File: config.mk
export PLATFORM = sky130hd
export DESIGN_NAME = alu_decode_stage_flat
export DESIGN_NICKNAME = d
export VERILOG_FILES = /design/src/rtl/alu_decode_stage_pkg.sv /design/src/rtl/alu_decode_stage_if.sv /design/src/rtl/alu_control_decoder.sv /design/src/rtl/alu_decode_stage.sv /design/src/flat_wrapper.sv
export SDC_FILE = /design/constraint.sdc
export NUM_CORES = 1
export LEC_CHECK = 0
export BUFFER_PORTS_ARGS = -buffer_cell sky130_fd_sc_hd__buf_2
export CAP_MARGIN = 20
export CELL_PAD_IN_SITES_DETAIL_PLACEMENT = 1
export CELL_PAD_IN_SITES_GLOBAL_PLACEMENT = 1
export CORE_UTILIZATION = 30
export DETAILED_ROUTE_END_ITERATION = 10
export PLACE_DENSITY = 0.79
export SYNTH_ARGS = -nofsm -noshare
export SYNTH_HDL_FRONTEND = slang
export SYNTH_SLANG_ARGS = --single-unit
File: constraint.sdc
create_clock -name clock -period 3 [get_ports clock]
set_clock_uncertainty 0.1 [all_clocks]
set_input_delay 0.3 -clock clock [delete_from_list [all_inputs] [get_ports clock]]
set_output_delay 0.3 -clock clock [all_outputs]
set_load 0.03 [all_outputs]
File: src/rtl/alu_decode_stage_pkg.sv
// alu_decode_stage_pkg
// Shared definitions for the RV32I decode stage and the ALU that consumes
// its bundle: ALU_Control codes, RV32I major opcodes, operand-select
// encodings and the decoded bundle record.
// No ports (package). Optional feature macro used elsewhere:
// DECODE_ILLEGAL_TRAP_EN.

package alu_decode_stage_pkg;

   localparam int ALU_CTRL_W = 6;

   // ALU_Control codes. Branch compares reuse the ALU: BLT shares the SLT
   // code because both need a signed less-than.
   localparam logic [5:0] ALU_ADD  = 6'b000000;
   localparam logic [5:0] ALU_SUB  = 6'b001000;
   localparam logic [5:0] ALU_SLT  = 6'b000010;
   localparam logic [5:0] ALU_SLTU = 6'b000011;
   localparam logic [5:0] ALU_BLTU = 6'b010110;
   localparam logic [5:0] ALU_BGE  = 6'b010101;
   localparam logic [5:0] ALU_BGEU = 6'b010111;
   localparam logic [5:0] ALU_OR   = 6'b000110;
   localparam logic [5:0] ALU_XOR  = 6'b000100;
   localparam logic [5:0] ALU_AND  = 6'b000111;
   localparam logic [5:0] ALU_SLL  = 6'b000001;
   localparam logic [5:0] ALU_SRL  = 6'b000101;
   localparam logic [5:0] ALU_SRA  = 6'b001101;
   localparam logic [5:0] ALU_BEQ  = 6'b010000;
   localparam logic [5:0] ALU_BNE  = 6'b010001;
   localparam logic [5:0] ALU_JAL  = 6'b011111;
   localparam logic [5:0] ALU_JALR = 6'b111111;

   // RV32I major opcodes (instruction[6:0]).
   localparam logic [6:0] OPC_LUI    = 7'b0110111;
   localparam logic [6:0] OPC_AUIPC  = 7'b0010111;
   localparam logic [6:0] OPC_JAL    = 7'b1101111;
   localparam logic [6:0] OPC_JALR   = 7'b1100111;
   localparam logic [6:0] OPC_BRANCH = 7'b1100011;
   localparam logic [6:0] OPC_LOAD   = 7'b0000011;
   localparam logic [6:0] OPC_STORE  = 7'b0100011;
   localparam logic [6:0] OPC_OP_IMM = 7'b0010011;
   localparam logic [6:0] OPC_OP     = 7'b0110011;

   // Operand selects.
   localparam logic [1:0] OP_A_RS1  = 2'b00;
   localparam logic [1:0] OP_A_PC   = 2'b01;
   localparam logic [1:0] OP_A_ZERO = 2'b10;
   localparam logic       OP_B_RS2  = 1'b0;
   localparam logic       OP_B_IMM  = 1'b1;

   // funct7 values that distinguish the alternate R-type / shift forms.
   localparam logic [6:0] F7_BASE = 7'b0000000;
   localparam logic [6:0] F7_ALT  = 7'b0100000;

   typedef struct packed {
      logic [ALU_CTRL_W-1:0] alu_ctrl;
      logic [31:0]           imm;
      logic [1:0]            op_a_sel;
      logic                  op_b_sel;
      logic [4:0]            rs1;
      logic [4:0]            rs2;
      logic [4:0]            rd;
      logic                  illegal;
   } decode_t;

endpackage

File: src/rtl/alu_decode_stage_if.sv
// alu_decode_stage_if
// Bundles the upstream (fetch) handshake, the downstream (execute)
// handshake and the decoded bundle of the decode stage.
//   slave  : the decode stage (receives in_valid/instruction/pc_in/flush/
//            out_ready, drives in_ready/out_valid and the bundle).
//   master : the environment around it (fetch + execute).
// Handshake: a transfer happens on a rising edge where valid && ready; the
// producer holds valid and its payload stable until that edge, and ready
// may depend combinationally on the consumer's state.
// state is a debug view of the stage's EMPTY/FULL register.

interface alu_decode_stage_if;
   import alu_decode_stage_pkg::*;

   logic                  in_valid;
   logic                  in_ready;
   logic [31:0]           instruction;
   logic [31:0]           pc_in;
   logic                  flush;
   logic                  out_valid;
   logic                  out_ready;
   logic [ALU_CTRL_W-1:0] ALU_Control;
   logic [31:0]           imm;
   logic [1:0]            op_a_sel;
   logic                  op_b_sel;
   logic [4:0]            rs1;
   logic [4:0]            rs2;
   logic [4:0]            rd;
   logic [31:0]           pc_out;
   logic                  illegal;
   logic [0:0]            state;

   modport master (
      output in_valid, instruction, pc_in, flush, out_ready,
      input  in_ready, out_valid, ALU_Control, imm, op_a_sel, op_b_sel,
             rs1, rs2, rd, pc_out, illegal, state
   );

   modport slave (
      input  in_valid, instruction, pc_in, flush, out_ready,
      output in_ready, out_valid, ALU_Control, imm, op_a_sel, op_b_sel,
             rs1, rs2, rd, pc_out, illegal, state
   );

endinterface

File: src/rtl/alu_control_decoder.sv
// alu_control_decoder
// Purely combinational RV32I decoder: produces the ALU_Control code, the
// sign-extended immediate, operand selects and register indices for one
// instruction word.
// Ports:
//   instruction : in  32  RV32I instruction word
//   decoded     : out     decode_t bundle
// Parameter TRAP_EN (driven from DECODE_ILLEGAL_TRAP_EN by the parent):
//   1 -> undecodable words report illegal = 1
//   0 -> illegal stays 0 and such words decode as ADD with imm = 0
// In both cases an undecodable word yields ALU_Control = ADD, imm = 0 and
// zero operand selects, so nothing downstream sees a half-decoded bundle.

module alu_control_decoder
   import alu_decode_stage_pkg::*;
#(
   parameter bit TRAP_EN = 1'b0
) (
   input  logic [31:0] instruction,
   output decode_t     decoded
);

   logic [6:0]  opcode;
   logic [2:0]  funct3;
   logic [6:0]  funct7;

   logic [31:0] imm_i;
   logic [31:0] imm_s;
   logic [31:0] imm_b;
   logic [31:0] imm_u;
   logic [31:0] imm_j;
   logic [31:0] imm_sh;

   logic [5:0]  alu;
   logic [31:0] imm;
   logic [1:0]  a_sel;
   logic        b_sel;
   logic        bad;

   assign opcode = instruction[6:0];
   assign funct3 = instruction[14:12];
   assign funct7 = instruction[31:25];

   assign imm_i  = {{20{instruction[31]}}, instruction[31:20]};
   assign imm_s  = {{20{instruction[31]}}, instruction[31:25], instruction[11:7]};
   assign imm_b  = {{19{instruction[31]}}, instruction[31], instruction[7],
                    instruction[30:25], instruction[11:8], 1'b0};
   assign imm_u  = {instruction[31:12], 12'b0};
   assign imm_j  = {{11{instruction[31]}}, instruction[31], instruction[19:12],
                    instruction[20], instruction[30:21], 1'b0};
   // Shift amounts are unsigned; bit 30 (arith/logical select) must not leak in.
   assign imm_sh = {27'b0, instruction[24:20]};

   always_comb begin
      alu   = ALU_ADD;
      imm   = '0;
      a_sel = OP_A_RS1;
      b_sel = OP_B_RS2;
      bad   = 1'b0;
      case (opcode)
         OPC_LUI: begin
            imm   = imm_u;
            a_sel = OP_A_ZERO;
            b_sel = OP_B_IMM;
         end
         OPC_AUIPC: begin
            imm   = imm_u;
            a_sel = OP_A_PC;
            b_sel = OP_B_IMM;
         end
         OPC_JAL: begin
            alu   = ALU_JAL;
            imm   = imm_j;
            a_sel = OP_A_PC;
            b_sel = OP_B_IMM;
         end
         OPC_JALR: begin
            alu   = ALU_JALR;
            imm   = imm_i;
            a_sel = OP_A_PC;
            b_sel = OP_B_IMM;
            if (funct3 != 3'b000) bad = 1'b1;
         end
         OPC_BRANCH: begin
            imm = imm_b;
            case (funct3)
               3'b000:  alu = ALU_BEQ;
               3'b001:  alu = ALU_BNE;
               3'b100:  alu = ALU_SLT;
               3'b101:  alu = ALU_BGE;
               3'b110:  alu = ALU_BLTU;
               3'b111:  alu = ALU_BGEU;
               default: bad = 1'b1;
            endcase
         end
         OPC_LOAD: begin
            imm   = imm_i;
            b_sel = OP_B_IMM;
            case (funct3)
               3'b000, 3'b001, 3'b010, 3'b100, 3'b101: bad = 1'b0;
               default:                                bad = 1'b1;
            endcase
         end
         OPC_STORE: begin
            imm   = imm_s;
            b_sel = OP_B_IMM;
            case (funct3)
               3'b000, 3'b001, 3'b010: bad = 1'b0;
               default:                bad = 1'b1;
            endcase
         end
         OPC_OP_IMM: begin
            imm   = imm_i;
            b_sel = OP_B_IMM;
            case (funct3)
               3'b000: alu = ALU_ADD;
               3'b010: alu = ALU_SLT;
               3'b011: alu = ALU_SLTU;
               3'b100: alu = ALU_XOR;
               3'b110: alu = ALU_OR;
               3'b111: alu = ALU_AND;
               3'b001: begin
                  imm = imm_sh;
                  if (funct7 == F7_BASE) alu = ALU_SLL;
                  else                   bad = 1'b1;
               end
               default: begin
                  imm = imm_sh;
                  if (funct7 == F7_BASE)     alu = ALU_SRL;
                  else if (funct7 == F7_ALT) alu = ALU_SRA;
                  else                       bad = 1'b1;
               end
            endcase
         end
         OPC_OP: begin
            case ({funct7, funct3})
               {F7_BASE, 3'b000}: alu = ALU_ADD;
               {F7_ALT,  3'b000}: alu = ALU_SUB;
               {F7_BASE, 3'b001}: alu = ALU_SLL;
               {F7_BASE, 3'b010}: alu = ALU_SLT;
               {F7_BASE, 3'b011}: alu = ALU_SLTU;
               {F7_BASE, 3'b100}: alu = ALU_XOR;
               {F7_BASE, 3'b101}: alu = ALU_SRL;
               {F7_ALT,  3'b101}: alu = ALU_SRA;
               {F7_BASE, 3'b110}: alu = ALU_OR;
               {F7_BASE, 3'b111}: alu = ALU_AND;
               default:           bad = 1'b1;
            endcase
         end
         default: bad = 1'b1;
      endcase
   end

   always_comb begin
      decoded     = '0;
      decoded.rs1 = instruction[19:15];
      decoded.rs2 = instruction[24:20];
      decoded.rd  = instruction[11:7];
      if (!bad) begin
         decoded.alu_ctrl = alu;
         decoded.imm      = imm;
         decoded.op_a_sel = a_sel;
         decoded.op_b_sel = b_sel;
      end
      decoded.illegal = bad && TRAP_EN;
   end

endmodule

File: src/rtl/alu_decode_stage.sv
// alu_decode_stage
// One-entry pipeline register between fetch and execute that decodes an
// RV32I instruction and presents the ALU bundle with a valid/ready
// handshake. Two states: EMPTY and FULL (FULL == out_valid).
// Ports:
//   clock : in   sole clock, rising edge
//   reset : in   asynchronous, active-high; empties the stage immediately
//   bus   : alu_decode_stage_if.slave (handshakes, decoded bundle, state)
// Optional feature: DECODE_ILLEGAL_TRAP_EN -- when defined, undecodable
// instructions are held with illegal = 1; otherwise illegal is always 0
// and they pass through as ADD with imm = 0.

module alu_decode_stage
   import alu_decode_stage_pkg::*;
(
   input  logic              clock,
   input  logic              reset,
   alu_decode_stage_if.slave bus
);

`ifdef DECODE_ILLEGAL_TRAP_EN
   localparam bit TRAP_EN = 1'b1;
`else
   localparam bit TRAP_EN = 1'b0;
`endif

   localparam logic [0:0] ST_EMPTY = 1'b0;
   localparam logic [0:0] ST_FULL  = 1'b1;

   logic [0:0]  state_q;
   decode_t     bundle_q;
   logic [31:0] pc_q;
   decode_t     dec;
   logic        full;
   logic        ready;
   logic        accept;
   logic        consume;

   alu_control_decoder #(
      .TRAP_EN (TRAP_EN)
   ) u_decoder (
      .instruction (bus.instruction),
      .decoded     (dec)
   );

   assign full    = (state_q == ST_FULL);
   // Ready whenever the slot is free or is being emptied this cycle, which
   // gives back-to-back transfers with no bubble.
   assign ready   = !full || bus.out_ready;
   assign accept  = bus.in_valid && ready;
   assign consume = full && bus.out_ready;

   // Priority: reset, then flush, then accept (which also covers a
   // simultaneous consume), then a consume alone.
   always_ff @(posedge clock or posedge reset) begin
      if (reset) begin
         state_q  <= ST_EMPTY;
         bundle_q <= '0;
         pc_q     <= '0;
      end else if (bus.flush) begin
         state_q  <= ST_EMPTY;
      end else if (accept) begin
         state_q  <= ST_FULL;
         bundle_q <= dec;
         pc_q     <= bus.pc_in;
      end else if (consume) begin
         state_q  <= ST_EMPTY;
      end
   end

   assign bus.in_ready    = ready;
   assign bus.out_valid   = full;
   assign bus.state       = state_q;
   assign bus.ALU_Control = bundle_q.alu_ctrl;
   assign bus.imm         = bundle_q.imm;
   assign bus.op_a_sel    = bundle_q.op_a_sel;
   assign bus.op_b_sel    = bundle_q.op_b_sel;
   assign bus.rs1         = bundle_q.rs1;
   assign bus.rs2         = bundle_q.rs2;
   assign bus.rd          = bundle_q.rd;
   assign bus.pc_out      = pc_q;
   assign bus.illegal     = bundle_q.illegal;

endmodule

File: src/flat_wrapper.sv
// flat-port wrapper written by rule: the top's interface ports become plain ports
module alu_decode_stage_flat import alu_decode_stage_pkg::*;
  (clock, reset, bus_in_valid, bus_instruction, bus_pc_in, bus_flush, bus_out_ready, bus_in_ready, bus_out_valid, bus_ALU_Control, bus_imm, bus_op_a_sel, bus_op_b_sel, bus_rs1, bus_rs2, bus_rd, bus_pc_out, bus_illegal, bus_state);
  alu_decode_stage_if bus_i ();
  input  logic clock;
  input  logic reset;
  input wire logic [$bits(bus_i.in_valid)-1:0] bus_in_valid;
  input wire logic [$bits(bus_i.instruction)-1:0] bus_instruction;
  input wire logic [$bits(bus_i.pc_in)-1:0] bus_pc_in;
  input wire logic [$bits(bus_i.flush)-1:0] bus_flush;
  input wire logic [$bits(bus_i.out_ready)-1:0] bus_out_ready;
  output wire logic [$bits(bus_i.in_ready)-1:0] bus_in_ready;
  output wire logic [$bits(bus_i.out_valid)-1:0] bus_out_valid;
  output wire logic [$bits(bus_i.ALU_Control)-1:0] bus_ALU_Control;
  output wire logic [$bits(bus_i.imm)-1:0] bus_imm;
  output wire logic [$bits(bus_i.op_a_sel)-1:0] bus_op_a_sel;
  output wire logic [$bits(bus_i.op_b_sel)-1:0] bus_op_b_sel;
  output wire logic [$bits(bus_i.rs1)-1:0] bus_rs1;
  output wire logic [$bits(bus_i.rs2)-1:0] bus_rs2;
  output wire logic [$bits(bus_i.rd)-1:0] bus_rd;
  output wire logic [$bits(bus_i.pc_out)-1:0] bus_pc_out;
  output wire logic [$bits(bus_i.illegal)-1:0] bus_illegal;
  output wire logic [$bits(bus_i.state)-1:0] bus_state;
  assign bus_i.in_valid = bus_in_valid;
  assign bus_i.instruction = bus_instruction;
  assign bus_i.pc_in = bus_pc_in;
  assign bus_i.flush = bus_flush;
  assign bus_i.out_ready = bus_out_ready;
  assign bus_in_ready = bus_i.in_ready;
  assign bus_out_valid = bus_i.out_valid;
  assign bus_ALU_Control = bus_i.ALU_Control;
  assign bus_imm = bus_i.imm;
  assign bus_op_a_sel = bus_i.op_a_sel;
  assign bus_op_b_sel = bus_i.op_b_sel;
  assign bus_rs1 = bus_i.rs1;
  assign bus_rs2 = bus_i.rs2;
  assign bus_rd = bus_i.rd;
  assign bus_pc_out = bus_i.pc_out;
  assign bus_illegal = bus_i.illegal;
  assign bus_state = bus_i.state;
  alu_decode_stage u_core (.clock(clock), .reset(reset), .bus(bus_i));
endmodule
==> results by group <==
Setup path
  – CP top delay family: buffers and inverters
  – Reg2reg start: u_core.bus.out_valid$_DFFE_PP0P_
  – RR Endpoint: u_core.bus.ALU_Control[0]$_DFFE_PP0P_
  – Reg2Reg Setup Slack: 0.64 ns
  – Worst path slowest cell: buf_4
  – R2R depth: 7
  – Stages on worst setup path: 7
  – Crit path DAT: 2.52 ns
  – Worst path buffer plus inverter count: 2
  – Setup crit end kind: flip-flop
  – Crit path kind: reg -> reg
  – Critical path fanouts, max: 89
  – CP cell instances: nor2b_1 -> inv_1 -> nand3b_1 -> buf_4 -> nand2_1 -> o311a_1 -> a21oi_1
  – Critical Path Max Stage Delay: 0.76 ns
  – CP endpoint: u_core.bus.ALU_Control[0]$_DFFE_PP0P_
  – Critical Path RT: 3.16 ns
  – Setup crit start kind: flip-flop
  – CP Launch Point: u_core.bus.out_valid$_DFFE_PP0P_

Die
  – Row Count: 42
  – Die area: 13900 um2
  – Initial Util: 30.6%
  – Chip Width: 118 um
  – Core ar.: 13200 um2
  – I/O pin count: 161
  – Die height: 118 um

Min path
  – Hold Path Class: in -> reg

Routing
  – DR pass1 iterations: 4
  – DR WL/cell: 16.7 um
  – Via count: 3779
  – Routed wire length: 12800 um
  – DRC Markers: 0
  – Vias/cell: 4.94
  – Post-DRT Antenna Nets: 0
  – Drt first-iter violations: 165

Placement
  – I/O Buffers: 159
  – Dpl ws: 0.468 ns
  – Placed insts: 748
  – Hpwl dp: 9470 um
  – GP Congestion: 0.822

Power and ir drop
  – Pleak: 0.00303 uW
  – Power Density: 580 nW/um2
  – Peak VDD IR: 0.237 mV

CTS
  – Clock Latency Late Sink: 0.33 ns
  – Resized cells post-CTS: 0
  – # H-tree levels: 3
  – Sink Count: 89
  – CTS Buffer Depth: 2
  – Root buffer cell: clkbuf_16
  – CTS Buf Count: 9
  – Clk slew on worst S/H paths: 0.06 ns
  – TritonCTS clock tree: built

Finish
  – Final nets: 653
  – # diodes: 0
  – Layout Cells excl Fill: 765
  – Filler Cell Count: 1592
  – Area added between synthesis and finish: 31.5%
  – Final Util: 40.2%
  – Share of cells above drive strength 1: 31.6%

Synth
  – Async SR Flop Fraction: 100%
  – Simple-Gate Fraction of Synth Area: 22.1%
  – Distinct cell type count after synthesis: 43
  – Synth Area in Compound Gates: 18.3%
  – EDFF count, synth: 0
  – Total nets after synthesis: 503
  – Seq/Total Area, Yosys: 55.2%
  – Fraction of synthesized area in multiplexers: 0%
  – Post-Synth Adder-Cell Area: 0%
  – Largest family of logic cells by synthesized area: simple AND/OR/NAND/NOR gates
  – Cells after synthesis: 434
  – Syn avg cell area: 9.30 um2
  – Top_reg_cell synth: dfrtp_1
  – Post-Synthesis Cell Area: 4040 um2
  – Synthesis warning total: 0
  – Post-synthesis register bit count: 89
  – Synth Area in XOR/XNOR: 0.217%

Run status
  – Status: completed

Global route
  – First-pass GRT wire length: 21100 um
  – Number of global-route vias before repair: 3880
  – GRT Overall Usage: 19.2%
  – Initial antenna violation count: 0
  – Grt total ovfl: 0
  – Largest net degree at the start of global routing: 90

Timing
  – Setup violators final: 0
  – Slew Limit Headroom: 38.0%
  – Max Transition Viols Final: 0
  – Setup TNS: 0 ns
  – Setup WS post-layout: 0.638 ns
  – Hold Slack: 0.0503 ns
  – Slew @ Worst Pin: 0.930 ns
  – Final Hold Vio Count: 0
  – Min Tclk post-route: 2.36 ns
  – Unrepaired setup endpoints after global routing: false
  – Fin crit share: 78.7%
  – Fmax: 0.423 GHz

Job
  – Max Cap Viol: 0
[per-stage QoR]
stage	instance area, um2	total power (uW)
after detailed placement	4990	1950
after CTS	5310	3130
after floorplan	4040	1730
final	5310	3080
after global placement	4990	1930
after global routing	5310	3220
[cell families after synthesis]
family,Yosys count
other,1
AO/OA/AOI/OAI,97
flip-flops,89
buffers and inverters,36
AND/OR/NAND/NOR,210
XOR/XNOR,1
[layout by cell type (no fill, tap or decap), drive strengths merged, types with 2 or more instances in the layout]
cell type,Yosys,routed
buf,11,167
nand2,161,161
dfrtp,89,89
a22o,29,29
a21o,20,20
nor2,17,17
clkbuf,18,13
o21ai,10,10
a21oi,10,10
nand2b,8,8
a32o,8,8
a31oi,7,7
inv,7,7
nor2b,4,4
nand3,4,4
nand3b,2,2
a221o,2,2
nor3,2,2
or3,2,2
and3b,2,2
o211ai,2,2
or4,2,2
clkinv,0,2
[registers in the layout (all words and copies together) (netlist names)]
| name | count |
|---|---|
| u_core.bus.ALU_Control | 6 |
| u_core.bus.imm | 32 |
| u_core.bus.op_a_sel | 2 |
| u_core.bus.op_b_sel | 1 |
| u_core.bus.out_valid | 1 |
| u_core.bus.pc_out | 32 |
| u_core.bus.rd | 5 |
| u_core.bus.rs1 | 5 |
| u_core.bus.rs2 | 5 |
[layout make-up]
cell class	instances	area (um2)	share of cell area, %
clock buffers	13	260	4.90
clock inverters	3	47.5	0.896
inverters	7	27.5	0.519
multi-input cells	309	1650	31.0
flip-flops and latches	89	2230	42.0
well taps	176	220	4.15
repair buffers	168	878	16.5
[report_power, final]
group          internal, uW  total (uW)  switching (uW)
combinational           164         577             413
sequential             1290        1340            48.3
clock                   696        1160             462
[cells in the mapped netlist, types with 4 or more instances]
master	number	area [um2]
nand2b_1	8	50.1
nor2b_1	4	25.0
o21ai_0	10	50.1
a21oi_1	10	50.1
nor2_1	17	63.8
inv_1	7	26.3
clkbuf_1	18	67.6
a22o_1	29	254
nand2_1	161	604
a31oi_1	7	43.8
buf_1	4	15.0
a21o_1	20	150
nand3_1	4	20.0
a32o_1	8	80.1
dfrtp_1	89	2230
[how the worst min path moves through the flow]
stage	cells after the start	from	end
3_3_place_gp	2	reset	u_core.bus.pc_out[20]$_DFFE_PP0P_
5_1_grt	3	bus_pc_in[31]	u_core.bus.pc_out[31]$_DFFE_PP0P_
2_1_floorplan	1	bus_flush	u_core.bus.out_valid$_DFFE_PP0P_
3_5_place_dp	2	reset	u_core.bus.pc_out[9]$_DFFE_PP0P_
4_1_cts	3	bus_pc_in[21]	u_core.bus.pc_out[21]$_DFFE_PP0P_
6_report	3	bus_pc_in[19]	u_core.bus.pc_out[19]$_DFFE_PP0P_
[metal layers]
metal  vias up  GRT usage [%]  wire [um]
li1       1781              -          -
met1      1870           25.2       5690
met2       118           31.3       6260
met3        10           4.99        730
met4         0           5.13        124
met5         -              0          0
[worst register-to-register path, delay by kind of cell, from the launching register on]
family          cells  cell delay, ns
compound gates      2            0.30
buf+inv             2            0.85
flops               1            0.36
simple gates        3            0.68
[timing repair]
action	4_1_cts	5_1_grt
endpoints found under the setup margin	0	0
hold buffers	1	0
buffers inserted	0	0
hold endpoints to repair	33	0
Power figures use the tool's default switching activity.
